==> src/rtl/short_fifo_pkg.sv <==
// Shared sizing helpers and the oversize-packet drain state for the short FIFO family.
package short_fifo_pkg;

  typedef enum logic {IDLE, DRAIN} drain_state_t;

  function automatic int fifo_depth(input int addr_w);
    return 1 << addr_w;
  endfunction

  function automatic int count_width(input int addr_w);
    return addr_w + 1;
  endfunction

endpackage

==> src/rtl/fifo_ram.sv <==
// Simple dual-port storage: synchronous write, asynchronous read, contents never reset.
module fifo_ram #(
  parameter int ADDR_W = 4,
  parameter int WIDTH  = 17
) (
  input  logic              clk,
  input  logic              we,
  input  logic [ADDR_W-1:0] waddr,
  input  logic [WIDTH-1:0]  wdata,
  input  logic [ADDR_W-1:0] raddr,
  output logic [WIDTH-1:0]  rdata
);

  logic [WIDTH-1:0] mem [1 << ADDR_W];

  always_ff @(posedge clk) begin
    if (we) mem[waddr] <= wdata;
  end

  assign rdata = mem[raddr];

endmodule

==> src/rtl/packet_short_fifo.sv <==
// Single-clock valid/ready FIFO with fill count, almost flags and last sideband.
// Optional packet mode holds output back until a whole packet is stored.
module packet_short_fifo
  import short_fifo_pkg::*;
#(
  parameter int ADDR_W   = 4,
  parameter int DATA_W   = 16,
  parameter int AF_LEVEL = (1 << ADDR_W) - 2,
  parameter int AE_LEVEL = 2,
  parameter int PKT_MODE = 0
) (
  input  logic                clk,
  input  logic                rstn,
  input  logic                inValid,
  output logic                inReady,
  input  logic [DATA_W-1:0]   dIn,
  input  logic                inLast,
  output logic                outValid,
  input  logic                outReady,
  output logic [DATA_W-1:0]   dOut,
  output logic                outLast,
  output logic [ADDR_W:0]     count,
  output logic                almostFull,
  output logic                almostEmpty
);

  localparam int CW = count_width(ADDR_W);
  localparam logic [CW-1:0] FULL = CW'(fifo_depth(ADDR_W));

  logic [ADDR_W-1:0] wr_ptr, rd_ptr;
  logic [CW-1:0]     count_q, pkt_cnt;
  drain_state_t      state;
  logic [DATA_W:0]   rd_word;
  logic              wr, rd, pkt_in, pkt_out;

  assign inReady  = rstn && (count_q != FULL);
  // In packet mode a stuck-full FIFO with no complete packet must still drain.
  assign outValid = (count_q != '0) &&
                    ((PKT_MODE == 0) || (pkt_cnt != '0) || (state == DRAIN));

  assign wr      = inValid && inReady;
  assign rd      = outValid && outReady;
  assign pkt_in  = wr && inLast;
  assign pkt_out = rd && outLast;

  fifo_ram #(.ADDR_W(ADDR_W), .WIDTH(DATA_W + 1)) u_ram (
    .clk   (clk),
    .we    (wr),
    .waddr (wr_ptr),
    .wdata ({inLast, dIn}),
    .raddr (rd_ptr),
    .rdata (rd_word)
  );

  assign dOut    = rd_word[DATA_W-1:0];
  assign outLast = rd_word[DATA_W];

  always_ff @(posedge clk or negedge rstn) begin
    if (!rstn) begin
      wr_ptr  <= '0;
      rd_ptr  <= '0;
      count_q <= '0;
      pkt_cnt <= '0;
      state   <= IDLE;
    end else begin
      if (wr) wr_ptr <= wr_ptr + ADDR_W'(1);
      if (rd) rd_ptr <= rd_ptr + ADDR_W'(1);

      if (wr && !rd)      count_q <= count_q + CW'(1);
      else if (!wr && rd) count_q <= count_q - CW'(1);

      if (pkt_in && !pkt_out)      pkt_cnt <= pkt_cnt + CW'(1);
      else if (!pkt_in && pkt_out) pkt_cnt <= pkt_cnt - CW'(1);

      case (state)
        IDLE:    if ((PKT_MODE != 0) && (count_q == FULL) && (pkt_cnt == '0)) state <= DRAIN;
        DRAIN:   if (pkt_out) state <= IDLE;
        default: state <= IDLE;
      endcase
    end
  end

  assign count       = count_q;
  assign almostFull  = count_q >= CW'(AF_LEVEL);
  assign almostEmpty = count_q <= CW'(AE_LEVEL);

endmodule

==> config.mk <==
export PLATFORM = sky130hd
export DESIGN_NAME = packet_short_fifo
export DESIGN_NICKNAME = d
export VERILOG_FILES = /design/src/rtl/short_fifo_pkg.sv /design/src/rtl/fifo_ram.sv /design/src/rtl/packet_short_fifo.sv
export SDC_FILE = /design/constraint.sdc
export NUM_CORES = 1
export LEC_CHECK = 0
export ABC_AREA = 1
export CORE_AREA = 2 2 169 171
export DETAILED_ROUTE_END_ITERATION = 6
export DIE_AREA = 0 0 171 173
export GPL_TIMING_DRIVEN = 0
export PLACE_DENSITY_LB_ADDON = 0.25
export SETUP_SLACK_MARGIN = 0.4
export SYNTH_ARGS = -nofsm -noshare
export SYNTH_HDL_FRONTEND = slang
export SYNTH_SLANG_ARGS = --single-unit
==> constraint.sdc <==
create_clock -name clk -period 4.1 [get_ports clk]
set_clock_uncertainty 0.05 [all_clocks]
set_input_delay 0.82 -clock clk [delete_from_list [all_inputs] [get_ports clk]]
set_output_delay 0.82 -clock clk [all_outputs]
set_load 0.005 [all_outputs]
* Word-level counts from Yosys, hierarchy flattened
Memories as Yosys holds them, arrays and structs flattened. Index checks and enable logic that the tools add are counted.
Word-level totals: flip-flop bits (word level) 13, output and inout bits 26, word-level logic and storage cells 24, RAM bits 272, memories kept 1
Memory list:
- u_ram.mem | depth 16, bits a word 17, read ports 1, clocked after Yosys merged registers in 0, wr ports 1, line fifo_ram.sv:14 | logic [WIDTH-1:0] mem [1 << ADDR_W];
Operators by class: multiplexer cells 4, add/subtract/negate cells 4, order comparisons 2, equality and inequality tests 1, reductions and logical operators 9
Operators by type and width (count):
- 5-bit 2-to-1 mux | 2
- 4-bit by 1-bit adder with 4-bit output (second input constant) | 2
- 5-bit by 1-bit adder with 5-bit output (second input constant) | 1
- 5-bit by 4-bit greater-or-equal comparator with 1-bit output (second input constant) | 1
- 5-bit by 2-bit <= comparator with 1-bit output (second input constant) | 1
- 1-bit logical AND | 5
- 5-bit != test (second input constant) | 1
- 5-bit nonzero test | 1
- 5-bit by 1-bit subtractor with 5-bit output (second input constant) | 1
- 1-bit zero test | 2
- 1-bit 2-to-1 mux | 2
- 2-bit nonzero test | 1

* Longest topological paths before layout
Gate-level depths: netlist of the first run.
depth in word-level cells 7, depth in mapped cells 14, mapped depth without buffers 14

* Hierarchy
A second synthesis of the first run with hierarchy kept.
Second synthesis, totals: cells, all modules 1229, area total of the unflattened synthesis 12552.0 um2
Modules (own cells, without submodules):
- fifo_ram | cells an instance 1122, area an instance 11687.5 um2, seq. area each 8167.8 um2, instances 1
- packet_short_fifo | cells an instance 107, area an instance 864.6 um2, seq. area each 325.3 um2, instances 1

* Worst setup path before layout of the first run
OpenSTA, ideal clock, no wires.
path kind input -> register, start point in inValid, end point mem u_ram.mem[10][0] (enable), slack 1.324 ns, path buffers 1, stages 3, arrival 2.313 ns, path through nand3_1 -> buf_2 -> nor3_1
On the way: cells in the longest elaborated chain, start to end 3
Ends and longest elaborated chain:
- start: declaration | line packet_short_fifo.sv:14 | input logic inValid,
- 1-bit logical AND | line packet_short_fifo.sv:41 | assign wr = inValid && inReady;
- 1-bit 2-to-1 mux | line fifo_ram.sv:17 | if (we) mem[waddr] <= wdata;
- 1-bit 2-to-1 mux (not written as such) | line fifo_ram.sv:17
- end: declaration | line fifo_ram.sv:14
Every way passes these cells.

* Worst setup path in the final report of the first run
start point reg rd_ptr[0], end point out dOut[6]
On the way: cells in the longest elaborated chain, start to end 1
Ends and longest elaborated chain:
- start: declaration | line packet_short_fifo.sv:30 | logic [ADDR_W-1:0] wr_ptr, rd_ptr;
- start signal: assignment | line packet_short_fifo.sv:67 | if (rd) rd_ptr <= rd_ptr + ADDR_W'(1);
- memory 16 x 17 bit
- end: declaration | line packet_short_fifo.sv:20 | output logic [DATA_W-1:0] dOut,
Every way passes these cells.

==> results of run 1 <==
## sequential cells by signal, indices dropped and copies added, names as in the netlist
name / cells
u_ram.mem: 272
wr_ptr: 4
rd_ptr: 4
count: 5
## stage by stage
step / total power [mW] / TNS, ns
floorplan: 5.566 / 0
finish: 9.692 / 0
global route: 10.26 / 0
CTS: 9.765 / 0
detailed placement: 7.073 / 0
global placement: 6.966 / -235.88
## cells by family after synthesis
kind of cell / Yosys count
buffers and inverters: 175
and+or+nand+nor: 706
adders and majority gates: 10
AOI/OAI and AO/OA: 6
DFF: 285
xor gates and xnor gates: 5
## cell usage in the layout (no fill, tap or decap), types with 3 or more instances in the layout
cell type / Yosys / routed
nand2_1: 468 / 468
edfxtp_1: 272 / 272
inv_1: 119 / 119
nand3_1: 114 / 114
nor2_1: 106 / 106
clkdlybuf4s50_1: 0 / 46
clkbuf_16: 0 / 29
buf_2: 25 / 25
buf_6: 1 / 18
buf_4: 15 / 16
nor3_2: 0 / 16
dfrtp_1: 13 / 13
clkinv_1: 2 / 9
ha_1: 9 / 9
clkbuf_1: 7 / 8
clkinv_2: 0 / 8
bufinv_16: 0 / 5
inv_2: 3 / 3
buf_1: 3 / 3
o21ai_0: 3 / 3
xnor2_1: 3 / 3
## layer usage
layer	track usage	up-vias	wire, microns
met5	0	-	0
met4	0.05120	0	572
met3	0.02884	42	1430
met2	0.3505	196	14880
met1	0.2708	3927	12710
li1	-	4037	-
## power breakdown
| part | switching [mW] | internal [mW] |
|---|---|---|
| clock network | 1.08 | 1.60 |
| logic | 2.30 | 1.24 |
| registers | 0.102 | 3.37 |
| total | 3.48 | 6.22 |
## final cells by class
class                   instances  area (sq um)  share of cell area
flip-flops and latches        285          8493              0.5873
multi-input cells             727          3109              0.2150
clock buffers                  31         733.2             0.05070
repair buffers                 64         659.4             0.04560
well taps                     378         473.0             0.03270
inverters                     124         469.2             0.03244
plain buffers                  51         287.8             0.01990
clock inverters                23         236.5             0.01635
## critical path: stages, from the launching register on
cell and delay (ns):
dfrtp_1 0.39, buf_4 0.18, inv_2 0.11, buf_6 0.18, buf_4 0.22, nand2_1 0.08, nand2_1 0.07, nand2_1 0.05
nand3_1 0.13, nand2_1 0.12, nand2_1 0.10, clkdlybuf4s50_1 0.51
## synth_stat cells (all sizes together)
library cell / instances / area (sq um)
xnor2: 3 / 26.28
nand3: 114 / 570.6
buf: 44 / 260.3
a21oi: 2 / 10.01
inv: 122 / 457.9
clkbuf: 7 / 26.28
edfxtp: 272 / 8168
ha: 9 / 112.6
clkinv: 2 / 7.510
o21ai: 4 / 20.01
nand2: 468 / 1757
nor2: 107 / 409.1
dfrtp: 13 / 325.3
nand4: 1 / 6.260
fa: 1 / 20.02
xor2: 2 / 17.52
nor3: 16 / 80.08
## how the worst max path moves through the flow
stage                                  end  slack, ns  cells after the start
final                              dOut[6]       0.54                     11
after global routing               dOut[9]       0.42                     10
after CTS                          dOut[9]       0.44                      7
after detailed placement  u_ram.mem[5][12]       0.34                      5
after global placement     u_ram.mem[6][9]      -1.12                      4
after floorplan           u_ram.mem[10][0]       1.32                      3
==> results.txt, run 1 <==
* Layout-stage area growth over the synthesis result: 17.82%
- The filler cells instantiated in the layout total 2515.
- Detailed-routing iteration count for the pre-antenna-repair pass: 5
* Arrival @ worst endpoint: 2.69 ns
- Across the run, the number of max-cap violations was 0.
- Cell area after technology mapping: 12270 sq um
* First-pass GRT wire length: 45600 microns
- After routing the design area is 14460 sq um.
* Initial Util: 0.4443
- The clock period could shrink to 3.563 ns.
* Routed via count: 8202
- The via count of the first global-routing pass is 7942.
- In this run the critical register-to-register path is captured at u_ram.mem[1][9].
* Hold worst-path end: count[2]
* Run status: finished clean
* Count of placed standard cells in the final layout, fillers left out: 1683
- Setup repair after global routing missed its margin: false
* Boundary pin count: 47
- STA classifies the critical path endpoint as an output pin.
* TritonCTS clock tree: yes
- In this run, post-CTS hold repair placed 0 buffers.
- IR drop worst, VDD: 427.2 uV
- In this run the static leakage power is 5.943 nW.
- Number of buffers added by the clock tree synthesis step: 29
- The congestion estimate from routability-driven global placement came to 0.8151.
* Post-synthesis register bit count: 285
- Cell row count: 61
- Counting every net in the synthesized netlist gives 1218.
- Full die area: 29580 sq um
* Cells after synthesis: 1187
- Type of the setup path with the least slack: reg -> out
- Count of unique library cells instantiated by Yosys: 23
- Final-report hold violation count: 0
- Of the total synthesized cell area, the portion taken by full adders, half adders and majority gates is 0.01081.
* Setup violations, final: 0
* Largest family of logic cells by synthesized area: simple AND/OR/NAND/NOR gates
- Placed instance area: 13490 sq um
* Residual DRC count: 0
- # diodes: 0
- Multiplexer share of the synthesized area: 0
- Buffers added to address setup during post-CTS repair amount to 0.
- Achievable clock frequency: 280.6 MHz
- Layout cells sized above 1: 0.09579
- Total congestion overflow: 0
- For this run, the post-layout net count is 1313.
- The clock passes through at most 3 buffers.
- Buffers placed on the I/O ports in this run total 46.
* Antenna violations before repair: 0
- Largest net degree at the start of global routing: 17
- Number of warning messages in the yosys log: 0
- In this run the tightest slew margin relative to its limit is 0.3693.
- Post-place setup slack: 0.3392 ns
- Flop-to-flop setup slack: 1.61 ns
- After detailed routing, the average wire length per cell comes to 17.59 microns.
- Along the worst hold path, the cell count comes to 2.
- For this block, the routed nets add up to 29600 microns of wire.
- Crit path required time: 3.23 ns
- In the finished design, the share of the clock period the worst path needs comes to 0.8691.
* Slew @ Worst Pin: 0.9409 ns
* Pwr Density: 670.2 nW/um^2
- Detailed-route vias per instance: 4.873
- Detailed placement ended at an HPWL of 20420 microns.
- The worst setup path is launched from a flop.
- A synthesized cell averages 10.34 sq um.
* Number of nets still failing antenna checks after routing: 0
- Post-CTS repair changed the size of 0 cells.
- Number of placed instances, taps included: 1629
- Count of cells along the worst register-to-register path: 6
* Sequential share of the synthesized area: 0.6919
* Post-route worst hold slack: 0.5121 ns
* Area fraction in and, or, nand and nor cells after synthesis: 0.2300
- The critical path starts at rd_ptr[0].
* Total number of clock tree sinks: 285
- In the global route stage, overall resource usage came out at 0.2034.
- Clock-pin transition on the worst setup and hold timing paths: 0.06 ns
- After layout, the worst setup slack is 0.5367 ns.
* Slew Limit Fails: 0
- Compound-Gate Fraction of Synth Area: 0.002446
- Of the total synthesized cell area, the portion taken by XOR and XNOR cells is 0.003568.
* Reg-to-reg startpoint: count[1]
- Worst Path Max Fanout: 10
- Die Width: 171 microns
- Final core occ: 0.5234
- Chip height: 173 microns
- The path class of the tightest hold or removal check is reg -> reg.
- Clock network latency to the later pin of the worst-skew pair: 0.54 ns
- Core Box Area: 27630 sq um
- Critical hold path startpoint: count[2]
* Drt first-iter violations: 446
- The tree is rooted in a clkbuf_16.
- In this run the number of H-tree levels came out at 1.
No activity file was read; power rests on OpenSTA's default activity.
==> inputs of run 2 (changes only) <==
Settings changed: TNS_END_PERCENT set to 100.
==> results of run 2 <==
Same layout as run 1: the final DEF is identical, and so are final timing and power.
==> edit (settings of run 1) <==
Register the output `count` once more, with the module's reset; this adds one clock of latency there. The other outputs are not delayed to match.
--- a/src/rtl/packet_short_fifo.sv
+++ b/src/rtl/packet_short_fifo.sv
@@ -80,7 +80,13 @@
     end
   end
 
-  assign count       = count_q;
+  always_ff @(posedge clk or negedge rstn) begin
+    if (!rstn) begin
+      count <= '0;
+    end else begin
+      count <= count_q;
+    end
+  end
   assign almostFull  = count_q >= CW'(AF_LEVEL);
   assign almostEmpty = count_q <= CW'(AE_LEVEL);
 
Check against the original RTL: not equivalent (a bounded check fails within 4 cycles, from zero or initial values and one cycle with rstn low).
==> edit against run 1 <==
- synthesized cell count up 0.42%
- setup slack better by 0.033 ns
- utilization is essentially flat
- register-to-register slack worse by 0.04 ns
- via count is 0.13% higher
- area after synthesis up 1.3%
- routed wire length decreased by 1.7%
- sequential cell count is 5 higher
- worst hold slack lost 0.10 ns
- power fell by 2.5%
- cell area hardly changed
- maximum frequency is 0.92% higher
- largest power group is now registers
==> edit: results (changes against run 1) <==
status=finished, final reports clean (unchanged); worst r2r src=count_q[0]$_DFFE_PN0P_ (was count[1]$_DFFE_PN0P_); GR Util met2=34.1% (was 35.0%); nets=1,316 (was 1,313); met2 routed wirelength=14.1 mm (was 14.9 mm); seq pwr=3.55 mW (was 3.47 mW); DP Area=13,600 µm² (was 13,500 µm²); CP max FO=10 (unchanged); Total GRT Usage=20.4% (was 20.3%); initial antenna violation count=0 (unchanged); fillers=2,438 (was 2,515); share of cells above drive strength 1=9.12% (was 9.58%); GP Congestion=0.849 (was 0.815); Leakage=5.95 nW (was 5.94 nW); grt met1 use=28.2% (was 27.1%); net count after synthesis=1,223 (was 1,218); largest net degree at the start of global routing=21 (was 17); Pre-Repair DR Iteration Count=7 (was 5); Critical Path AT=2.66 ns (was 2.69 ns); crit path launch=rd_ptr[3]$_DFFE_PN0P_ (was rd_ptr[0]$_DFFE_PN0P_); Post-synth ARST share=6.21% (was 4.56%); pre-CTS setup slack=0.0762 ns (was 0.339 ns); register area share after synthesis=69.3% (was 69.2%); Net Sw Frac=36.1% (was 35.9%); Area contributors post-synth=edfxtp_1 (66%), nand2_1 (14%), nand3_1 (4.5%) (was edfxtp_1 (67%), nand2_1 (14%), nand3_1 (4.6%)); Flop pwr share=37.6% (was 35.8%); HP Class=register to register (unchanged); commonest cells in the netlist=nand2_1 (467), edfxtp_1 (272), inv_1 (120), nand3_1 (113), nor2_1 (105) (was nand2_1 (468), edfxtp_1 (272), inv_1 (119), nand3_1 (114), nor2_1 (106)); first-pass GRT wire length=45.9 mm (was 45.6 mm); vias in the first global route=8,143 (was 7,942); Logic pwr share=37.0% (was 36.5%); total number of vias=8,213 (was 8,202); Met3 Wirelength=1.78 mm (was 1.43 mm); grt met3 use=2.40% (was 2.88%); origin of the worst min-delay path=count_q[4]$_DFFE_PN0P_ (was count[2]$_DFFE_PN0P_); Routed WL=29.1 mm (was 29.6 mm); VDD IR-drop max=0.318 mV (was 0.427 mV); M1 WL=12.7 mm (about the same); count of cell types in the netlist=24 (was 23); initial DRC count=775 (was 446); Detail Placement HPWL=20.0 mm (was 20.4 mm); Worst slew margin=36.7% (was 36.9%)
==> edit: changes by cell type in the layout (fill, tap and decap cells not counted), moves of 2 or more <==
cell / before / now
clkinv_1: 9 / 7
buf_4: 16 / 14
dfrtp_1: 13 / 18
buf_1: 3 / 5
clkinvlp_4: 2 / 0
bufinv_16: 5 / 0
clkbuf_8: 0 / 3
clkinv_2: 8 / 4
clkbuf_1: 8 / 10
==> edit: cells by family after synthesis <==
| group | synth area share (%) |
|---|---|
| compound gates | 0.282 |
| xor+xnor | 0.352 |
| fa+ha+maj | 1.07 |
| buf+inv | 6.25 |
| flops | 69.3 |
| simple gates | 22.7 |
==> edit: area by class of cell <==
| type | count | area [µm²] | share of cell area, % |
|---|---|---|---|
| flip-flops and latches | 290 | 8620 | 59.6 |
| multi-input cells | 726 | 3120 | 21.5 |
| clock buffers | 40 | 797 | 5.51 |
| repair buffers | 62 | 633 | 4.38 |
| well taps | 378 | 473 | 3.27 |
| inverters | 125 | 469 | 3.24 |
| plain buffers | 51 | 310 | 2.14 |
| clock inverters | 11 | 51.3 | 0.355 |
==> edit: worst paths after layout <==
check                                                 end  slack, ns  cells past startpoint
worst max-delay path                              dOut[7]       0.57                      8
min in group asynchronous           rd_ptr[3]$_DFFE_PN0P_       0.73                      1
worst min-delay path                   count[4]$_DFF_PN0_       0.41                      0
worst max register to register  u_ram.mem[6][4]$_DFFE_PP_       1.57                      6
worst min register to register         count[4]$_DFF_PN0_       0.41                      0
max in group asynchronous           rd_ptr[2]$_DFFE_PN0P_       2.71                      1
==> edit: through the flow <==
step | hold slack (ns) | std cells
6_report | 0.408 | 1683
5_1_grt | 0.438 | 1683
4_1_cts | 0.416 | 1683
3_5_place_dp | 0.407 | 1632
3_3_place_gp | 0.404 | 1616
2_1_floorplan | 0.363 | 1192
